File: config.mk
export PLATFORM = sky130hd
export DESIGN_NAME = read_data_return_flat
export DESIGN_NICKNAME = d
export VERILOG_FILES = /design/src/rtl/read_data_return_if.sv /design/src/rtl/read_data_return.sv /design/src/flat_wrapper.sv
export SDC_FILE = /design/constraint.sdc
export NUM_CORES = 1
export LEC_CHECK = 0
export ABC_AREA = 1
export ABC_CLOCK_PERIOD_IN_PS = 1500
export BUFFER_PORTS_ARGS = -buffer_cell sky130_fd_sc_hd__buf_2
export CORE_ASPECT_RATIO = 1.1
export CORE_MARGIN = 2
export CORE_UTILIZATION = 46
export CTS_CLUSTER_SIZE = 28
export DETAILED_ROUTE_END_ITERATION = 8
export PLACE_DENSITY = 0.76
export SLEW_MARGIN = 40
export SYNTH_ARGS = -nofsm -noshare
export SYNTH_HDL_FRONTEND = slang
export SYNTH_SLANG_ARGS = --single-unit
File: constraint.sdc
create_clock -name clk -period 1.5 [get_ports clk]
set_clock_uncertainty 0.15 [all_clocks]
set_input_delay 0.15 -clock clk [delete_from_list [all_inputs] [get_ports clk]]
set_output_delay 0.15 -clock clk [all_outputs]
set_load 0.05 [all_outputs]
File: src/rtl/read_data_return_if.sv
// Read-return bus bundle: arbiter select/request, slave read data and both master read ports.
// Latency: none, only wiring.
// Backpressure: carries the m0/m1 rready signals back from the masters.
//
// Signals:
//   sel, rd_req            arbiter select and read-grant pulse
//   slv_rdata, slv_rvalid  slave read data
//   mX_rdata/rvalid/rready per-master read port
//   busy, timeout_err      status back to the arbiter
interface read_data_return_if #(
    parameter int DATA_W = 32
);
    logic [1:0]        sel;
    logic              rd_req;
    logic [DATA_W-1:0] slv_rdata;
    logic              slv_rvalid;
    logic [DATA_W-1:0] m0_rdata;
    logic              m0_rvalid;
    logic              m0_rready;
    logic [DATA_W-1:0] m1_rdata;
    logic              m1_rvalid;
    logic              m1_rready;
    logic              busy;
    logic              timeout_err;

    // Environment side: arbiter, slave and masters.
    modport master (
        output sel, rd_req, slv_rdata, slv_rvalid, m0_rready, m1_rready,
        input  m0_rdata, m0_rvalid, m1_rdata, m1_rvalid, busy, timeout_err
    );

    // Return-path block side.
    modport slave (
        input  sel, rd_req, slv_rdata, slv_rvalid, m0_rready, m1_rready,
        output m0_rdata, m0_rvalid, m1_rdata, m1_rvalid, busy, timeout_err
    );
endinterface

File: src/rtl/read_data_return.sv
// Routes slave read data back to the master that issued the read, all-ones on a slave timeout.
// Latency: rd_req at N, slv_rvalid at N+k (k>=1) -> target rvalid from N+k+1 (minimum 2 cycles).
// Backpressure: target rdata/rvalid held until its rready; new rd_req only accepted back in IDLE.
//
// Ports:
//   clk   system clock, rising edge
//   rstn  asynchronous active-low reset
//   bus   read_data_return_if.slave (sel, rd_req, slv_*, m0_*, m1_*, busy, timeout_err)
module read_data_return #(
    parameter int DATA_W  = 32,
    parameter int TIMEOUT = 15
) (
    input  logic                  clk,
    input  logic                  rstn,
    read_data_return_if.slave     bus
);
    localparam int CNT_W = $clog2(TIMEOUT + 1);

    typedef enum logic [1:0] {
        ST_IDLE     = 2'd0,
        ST_WAIT_SLV = 2'd1,
        ST_DELIVER  = 2'd2
    } state_t;

    state_t            r_state;
    state_t            w_state_nxt;
    logic              r_target;      // 0: master 0, 1: master 1
    logic [CNT_W-1:0]  r_cnt;
    logic [DATA_W-1:0] r_m0_rdata;
    logic [DATA_W-1:0] r_m1_rdata;
    logic              r_timeout_err;

    logic              w_tgt_rready;
    logic              w_cnt_done;
    logic              w_load;
    logic              w_load_to;
    logic [DATA_W-1:0] w_load_dat;

    // Only the target's rready matters; the other master is ignored.
    assign w_tgt_rready = r_target ? bus.m1_rready : bus.m0_rready;
    assign w_cnt_done   = (r_cnt == CNT_W'(TIMEOUT - 1));
    // slv_rvalid wins over a timeout landing in the same cycle.
    assign w_load       = (r_state == ST_WAIT_SLV) && (bus.slv_rvalid || w_cnt_done);
    assign w_load_to    = (r_state == ST_WAIT_SLV) && !bus.slv_rvalid && w_cnt_done;
    assign w_load_dat   = bus.slv_rvalid ? bus.slv_rdata : '1;

    // State register
    always_ff @(posedge clk or negedge rstn) begin
        if (!rstn) begin
            r_state <= ST_IDLE;
        end else begin
            r_state <= w_state_nxt;
        end
    end

    // Next-state logic
    always_comb begin
        w_state_nxt = r_state;
        case (r_state)
            ST_IDLE:     if (bus.rd_req)                    w_state_nxt = ST_WAIT_SLV;
            ST_WAIT_SLV: if (bus.slv_rvalid || w_cnt_done)  w_state_nxt = ST_DELIVER;
            ST_DELIVER:  if (w_tgt_rready)                  w_state_nxt = ST_IDLE;
            default:                                        w_state_nxt = ST_IDLE;
        endcase
    end

    // Outputs are decodes of registered state, so reset clears them without a clock edge.
    always_comb begin
        bus.m0_rvalid   = (r_state == ST_DELIVER) && !r_target;
        bus.m1_rvalid   = (r_state == ST_DELIVER) &&  r_target;
        bus.busy        = (r_state != ST_IDLE);
        bus.m0_rdata    = r_m0_rdata;
        bus.m1_rdata    = r_m1_rdata;
        bus.timeout_err = r_timeout_err;
    end

    // Target, timeout counter and per-master data registers
    always_ff @(posedge clk or negedge rstn) begin
        if (!rstn) begin
            r_target      <= 1'b0;
            r_cnt         <= '0;
            r_m0_rdata    <= '0;
            r_m1_rdata    <= '0;
            r_timeout_err <= 1'b0;
        end else begin
            r_timeout_err <= w_load_to;
            if ((r_state == ST_IDLE) && bus.rd_req) begin
                // Same select encoding as the write-data mux: only 2'd1 means master 0.
                r_target <= (bus.sel != 2'd1);
                r_cnt    <= '0;
            end else if ((r_state == ST_WAIT_SLV) && !bus.slv_rvalid && !w_cnt_done) begin
                r_cnt <= r_cnt + CNT_W'(1);
            end
            if (w_load && !r_target) begin
                r_m0_rdata <= w_load_dat;
            end
            if (w_load && r_target) begin
                r_m1_rdata <= w_load_dat;
            end
        end
    end
endmodule

File: src/flat_wrapper.sv
// flat-port wrapper written by rule: the top's interface ports become plain ports
module read_data_return_flat 
#(
    parameter int DATA_W  = 32,
    parameter int TIMEOUT = 15
)
  (clk, rstn, bus_sel, bus_rd_req, bus_slv_rdata, bus_slv_rvalid, bus_m0_rready, bus_m1_rready, bus_m0_rdata, bus_m0_rvalid, bus_m1_rdata, bus_m1_rvalid, bus_busy, bus_timeout_err);
  read_data_return_if #(.DATA_W(DATA_W)) bus_i ();
  input  logic clk;
  input  logic rstn;
  input wire logic [$bits(bus_i.sel)-1:0] bus_sel;
  input wire logic [$bits(bus_i.rd_req)-1:0] bus_rd_req;
  input wire logic [$bits(bus_i.slv_rdata)-1:0] bus_slv_rdata;
  input wire logic [$bits(bus_i.slv_rvalid)-1:0] bus_slv_rvalid;
  input wire logic [$bits(bus_i.m0_rready)-1:0] bus_m0_rready;
  input wire logic [$bits(bus_i.m1_rready)-1:0] bus_m1_rready;
  output wire logic [$bits(bus_i.m0_rdata)-1:0] bus_m0_rdata;
  output wire logic [$bits(bus_i.m0_rvalid)-1:0] bus_m0_rvalid;
  output wire logic [$bits(bus_i.m1_rdata)-1:0] bus_m1_rdata;
  output wire logic [$bits(bus_i.m1_rvalid)-1:0] bus_m1_rvalid;
  output wire logic [$bits(bus_i.busy)-1:0] bus_busy;
  output wire logic [$bits(bus_i.timeout_err)-1:0] bus_timeout_err;
  assign bus_i.sel = bus_sel;
  assign bus_i.rd_req = bus_rd_req;
  assign bus_i.slv_rdata = bus_slv_rdata;
  assign bus_i.slv_rvalid = bus_slv_rvalid;
  assign bus_i.m0_rready = bus_m0_rready;
  assign bus_i.m1_rready = bus_m1_rready;
  assign bus_m0_rdata = bus_i.m0_rdata;
  assign bus_m0_rvalid = bus_i.m0_rvalid;
  assign bus_m1_rdata = bus_i.m1_rdata;
  assign bus_m1_rvalid = bus_i.m1_rvalid;
  assign bus_busy = bus_i.busy;
  assign bus_timeout_err = bus_i.timeout_err;
  read_data_return #(.DATA_W(DATA_W), .TIMEOUT(TIMEOUT)) u_core (.clk(clk), .rstn(rstn), .bus(bus_i));
endmodule
Yosys cells after proc, flatten, opt, wreduce, memory -nomap -nowiden
Cells that the tools add are included.
W data, S select, Z words.
{"block": "op_classes", "reduce_logical": 17, "n_eq_ne": 7, "n_mux": 8, "addsub": 1}
{"cell": "$mux W32", "n": 1}
{"cell": "$logic_and A1 B1 Y1", "n": 9}
{"cell": "$mux W4", "n": 2}
{"cell": "$mux W2", "n": 3}
{"cell": "$pmux W2 S3", "n": 1}
{"cell": "$add A4 B1 Y4 const B", "n": 1}
{"cell": "$eq A4 B4 Y1 const B", "n": 1}
{"cell": "$ne A2 B1 Y1 const B", "n": 2}
{"cell": "$ne A2 B2 Y1 const B", "n": 2}
{"cell": "$reduce_bool A2 Y1", "n": 2}
{"cell": "$logic_not A1 Y1", "n": 3}
{"cell": "$reduce_and A3 Y1", "n": 1}
{"cell": "$eq A2 B1 Y1 const B", "n": 1}
{"cell": "$eq A2 B2 Y1 const B", "n": 1}
{"cell": "$logic_not A2 Y1", "n": 1}
{"cell": "$logic_or A1 B1 Y1", "n": 1}
{"cell": "$mux W1", "n": 1}
{"block": "word_totals", "output_inout_bits": 68, "in_bits": 40, "regBits": 72, "word_cells": 39}

Logic depth before layout (Yosys ltp)
{"block": "logic_depth", "depth_word": 5, "depth_mapped": 8, "depth_no_buf": 7}

Least setup slack after synthesis
No wires, ideal clock.
{"block": "synth_path", "kind": "reg2out", "startpoint": "register u_core.r_target", "endpoint": "output port bus_m1_rvalid", "setup_slack_ps": -225, "required_ps": 1200, "path_stages_with_launch": 5, "path_buffers": 2, "arrival_ps": 1425, "cell_sequence": "dfrtp_1 buf_2 inv_2 clkbuf_1 nor2_1"}
{"block": "synth_between", "elab_chain_cells": 1}
{"element": "start: declaration", "line_no": "read_data_return.sv:27", "source": "logic r_target;"}
{"element": "start signal: assignment", "line_no": "read_data_return.sv:89", "source": "r_target <= (bus.sel != 2'd1);"}
{"element": "$logic_and A1 B1 Y1", "line_no": "read_data_return.sv:70", "source": "bus.m1_rvalid = (r_state == ST_DELIVER) && r_target;"}
{"element": "end: declaration", "line_no": "flat_wrapper.sv:20", "source": "output wire logic [$bits(bus_i.m1_rvalid)-1:0] bus_m1_rvalid;"}
No other way between the ends.

Final worst setup path
{"block": "layout_path", "startpoint": "register u_core.r_cnt[0]", "endpoint": "register u_core.r_m1_rdata[26] (netlist: u_core.bus.m1_rdata[26])"}
{"block": "layout_between", "elab_chain_cells": 4}
{"element": "start: declaration", "line_no": "read_data_return.sv:28", "source": "logic [CNT_W-1:0] r_cnt;"}
{"element": "start signal: assignment", "line_no": "read_data_return.sv:92", "source": "r_cnt <= r_cnt + CNT_W'(1);"}
{"element": "$eq A4 B4 Y1", "line_no": "read_data_return.sv:41", "source": "assign w_cnt_done = (r_cnt == CNT_W'(TIMEOUT - 1));"}
{"element": "$logic_or A1 B1 Y1", "line_no": "read_data_return.sv:43", "source": "assign w_load = (r_state == ST_WAIT_SLV) && (bus.slv_rvalid || w_cnt_done);"}
{"element": "$logic_and A1 B1 Y1", "line_no": "read_data_return.sv:43"}
{"element": "$logic_and A1 B1 Y1", "line_no": "read_data_return.sv:97", "source": "if (w_load && r_target) begin"}
{"element": "end signal: assignment", "line_no": "read_data_return.sv:98", "source": "r_m1_rdata <= w_load_dat;"}
{"element": "end: declaration", "line_no": "read_data_return.sv:30", "source": "logic [DATA_W-1:0] r_m1_rdata;"}
No other way between the ends.
A chain may end at the register's enable or synchronous reset.

==> flow_summary_export.csv <==
group,metric,value,unit
logic_synthesis,synth_seq_cells,72,
setup_path,timing.rr.end,"u_core.bus.m1_rdata[26]",
sta,hold_viol,0,
global_route,gr-usage-all-layers,23.9,%
floorplanning,die_x,85.2,µm
logic_synthesis,synth_edf_count,0,
final_layout,fillCellCount,528,
routing,final_antenna_net_count,0,
routing,drtIter0Drc,200,
sta,setup_ws,-0.0629,ns
routing,vias_per_cell,5.25,
setup_path,crit_path_start,"u_core.r_cnt[0]",
global_route,grt_pass1_wl,14900,µm
floorplanning,io_pins,108,
global_route,grt_pass1_vias,3233,
setup_path,cp.arrival,1.65,ns
logic_synthesis,synth.most_common_cell,"nand2_1",
floorplanning,core,7010,µm²
sta,tightest_slew,0.393,ns
setup_path,cp-end-kind,"flip-flop",
logic_synthesis,async_flop_share,100,%
floorplanning,die_h,93.3,µm
clock_tree,cts_made_buffers,9,
clock_tree,cts_tree,"done",
status,status,"finished, violations left",
logic_synthesis,synth_top_family_by_area,"simple AND/OR/NAND/NOR gates",
global_route,antenna_found_initial,0,
place,placedCellCount,597,
clock_tree,root_buffer,"clkbuf_8",
setup_path,r2r_cells,9,
routing,num_vias,3336,
routing,drtPass1Iterations,4,
setup_path,worstSetupPathType,"reg -> reg",
logic_synthesis,synthTopCellsByArea,"dfrtp_1, nand2_1, nand4_1, inv_1, nand3_1",
setup_path,critPathMaxFanout,8,
final_layout,drive_gt1_share,41.6,%
clock_tree,cts.sinks,72,
logic_synthesis,synth_top_area_share,54.0,%
logic_synthesis,synth_mux_area_share,0,%
setup_path,startpoint_type,"flip-flop",
logic_synthesis,synth_warnings,0,
sta,finalSetupViolCount,66,
final_layout,utilization,69.6,%
logic_synthesis,synthAdderAreaFrac,0.750,%
logic_synthesis,synth-compound-area-share,0.150,%
logic_synthesis,synth_common_cells,"nand2_1, dfrtp_1, nand4_1",
logic_synthesis,netlist_area,3340,µm²
logic_synthesis,synth-simple-area-share,35.6,%
place,portBuffers,107,
clock_tree,clkTransAtPathRegs,0.08,ns
logic_synthesis,syn_avg_cell_area,8.10,µm²
sta,period_minus_slack,1.56,ns
sta,relSlewSlack,73.8,%
clock_tree,clk_path_buf_depth,2,
status,violations,"negative setup slack",
logic_synthesis,synth-xor-area-share,0.262,%
logic_synthesis,synth_cell_type_count,17,
setup_path,timing.rr.start,"u_core.r_cnt[0]",
setup_path,slowest_stage,"dfrtp_1",
sta,fin_crit_sh,104,%
global_route,grt_overflow,0,
floorplanning,die_area,7950,µm²
place,place_congestion,0.884,
hold_path,hp-class,"in -> reg",
sta,grt_setup_unrepaired,"true",
clock_tree,htreeDepth,3,
setup_path,crit_path_end,"u_core.bus.m1_rdata[26]",
logic_synthesis,ys.flop_type,"dfrtp_1",
logic_synthesis,synth_area_leader_cell,"dfrtp_1",
clock_tree,clock_latency,0.34,ns
place,dp_hpwl,5790,µm
final_layout,antenna_cells,0,
job,drv_cap,0,
routing,drc,0,
global_route,grt_max_degree,73,
hold_path,whs_path_depth,5,
setup_path,r2r_slack,-0.06,ns
floorplanning,start_util,47.6,%
sta,final-max-slew-violation-count,0,
floorplanning,num_rows,32,
setup_path,crit_chain,"inv_2 > ha_4 > nand3_4 > nand2_4 > buf_6 > nand3_4 > buf_8 > nand2_1 > nand2_1",
final_layout,syn2layout_area_growth,46.1,%
final_layout,final_nets,587,
sta,fmax,0.640,GHz
setup_path,worstPathRequired,1.59,ns
logic_synthesis,synth_cells,412,
setup_path,cpPeakStageDelay,0.39,ns
final_layout,final_cells,635,
routing,wl,9370,µm
logic_synthesis,syn_nets,454,
logic_synthesis,ys_seq_area_share,54.0,%
routing,avgRoutedWirePerCell,14.8,µm
[stage by stage]
stage	area [µm²]	hold slack (ns)	setup TNS, ns	worst slack (ns)
after floorplan	3340	-0.296	-0.0110	-0.0110
after global routing	4870	0.0145	-7.49	-0.129
after global placement	4050	0.0376	-0.649	-0.0208
after CTS	4710	0.000992	-2.49	-0.0562
after detailed placement	4050	0.0459	-4.13	-0.0802
final	4870	0.00608	-2.76	-0.0629
[worst max-delay path: cells and delay by family, from the launching register on]
kind	cells	cell delay, ns
buffers and inverters	3	0.38
flip-flops	1	0.39
AND/OR/NAND/NOR	5	0.40
adder cells (fa/ha/maj)	1	0.14
[how the worst min path moves through the flow]
stage	startpoint	endpoint	slack [ns]
final	bus_slv_rdata[20]	u_core.bus.m1_rdata[20]	0.006
after global routing	bus_slv_rdata[17]	u_core.bus.m1_rdata[17]	0.01
after CTS	bus_slv_rdata[20]	u_core.bus.m1_rdata[20]	0.001
after detailed placement	rstn	u_core.bus.m0_rdata[0]	0.05
after global placement	rstn	u_core.bus.m0_rdata[0]	0.04
after floorplan	rstn	u_core.bus.m0_rdata[0]	-0.30
[cell families after synthesis]
logic type      count (synthesis)
buf+inv                        72
flops                          72
xor+xnor                        1
fa+ha+maj                       2
compound gates                  1
simple gates                  264
[area by class of cell]
type | count | area (µm²) | area share [%]
sequential | 72 | 1800 | 37.0
multi-input combinational | 268 | 1510 | 31.0
timing repair buffer | 153 | 1070 | 21.9
inverter | 41 | 154 | 3.16
clock buffer | 11 | 151 | 3.11
tap | 85 | 106 | 2.18
clock inverter | 5 | 78.8 | 1.62
[timing repair]
item	in CTS	in global routing
gates resized for setup	76	31
buffers inserted	6	2
pin swaps	5	3
hold buffers	9	0
endpoints found under the setup margin	66	72
cloned	4	1
endpoints found under the hold margin	78	0
[cells in the final DEF (no fill, tap or decap)]
cell type and count:
nor2_1 4, nand3_1 12, buf_16 2, nand4_1 65, nand2_1 122, ha_4 1, clkbuf_8 11, inv_1 35
buf_4 24, buf_2 103, clkinv_4 1, clkinv_2 2, xor2_1 1, buf_6 7, ha_1 1, dfrtp_1 71
inv_2 6, nand2_2 36, dlygate4sd3_1 9, nor2_2 1, o21ai_1 1, bufinv_16 2, buf_8 3, clkbuf_16 1
nor2_4 3, nand2_4 18, nand3_4 3, dfrtp_2 1, buf_12 4
[state kept, by name (all words and copies together), names as in the netlist]
signal / flops
u_core.bus.m0_rdata: 32
u_core.bus.m1_rdata: 32
u_core.r_cnt: 4
u_core.r_state: 2
u_core.bus.timeout_err: 1
u_core.r_target: 1
[routing by layer]
| layer | up-vias | global-route usage (%) | wire length, µm | share of wire [%] |
|---|---|---|---|---|
| met5 | - | 0 | 0 | 0 |
| met4 | 0 | 8.07 | 147 | 1.6 |
| met3 | 13 | 4.77 | 574 | 6.1 |
| met2 | 122 | 40.2 | 4810 | 51 |
| met1 | 1592 | 30.8 | 3840 | 41 |
| li1 | 1609 | - | - | - |
Power is not shown: default switching activity piles up to over one toggle a cycle in this logic, so the estimate is an artifact.
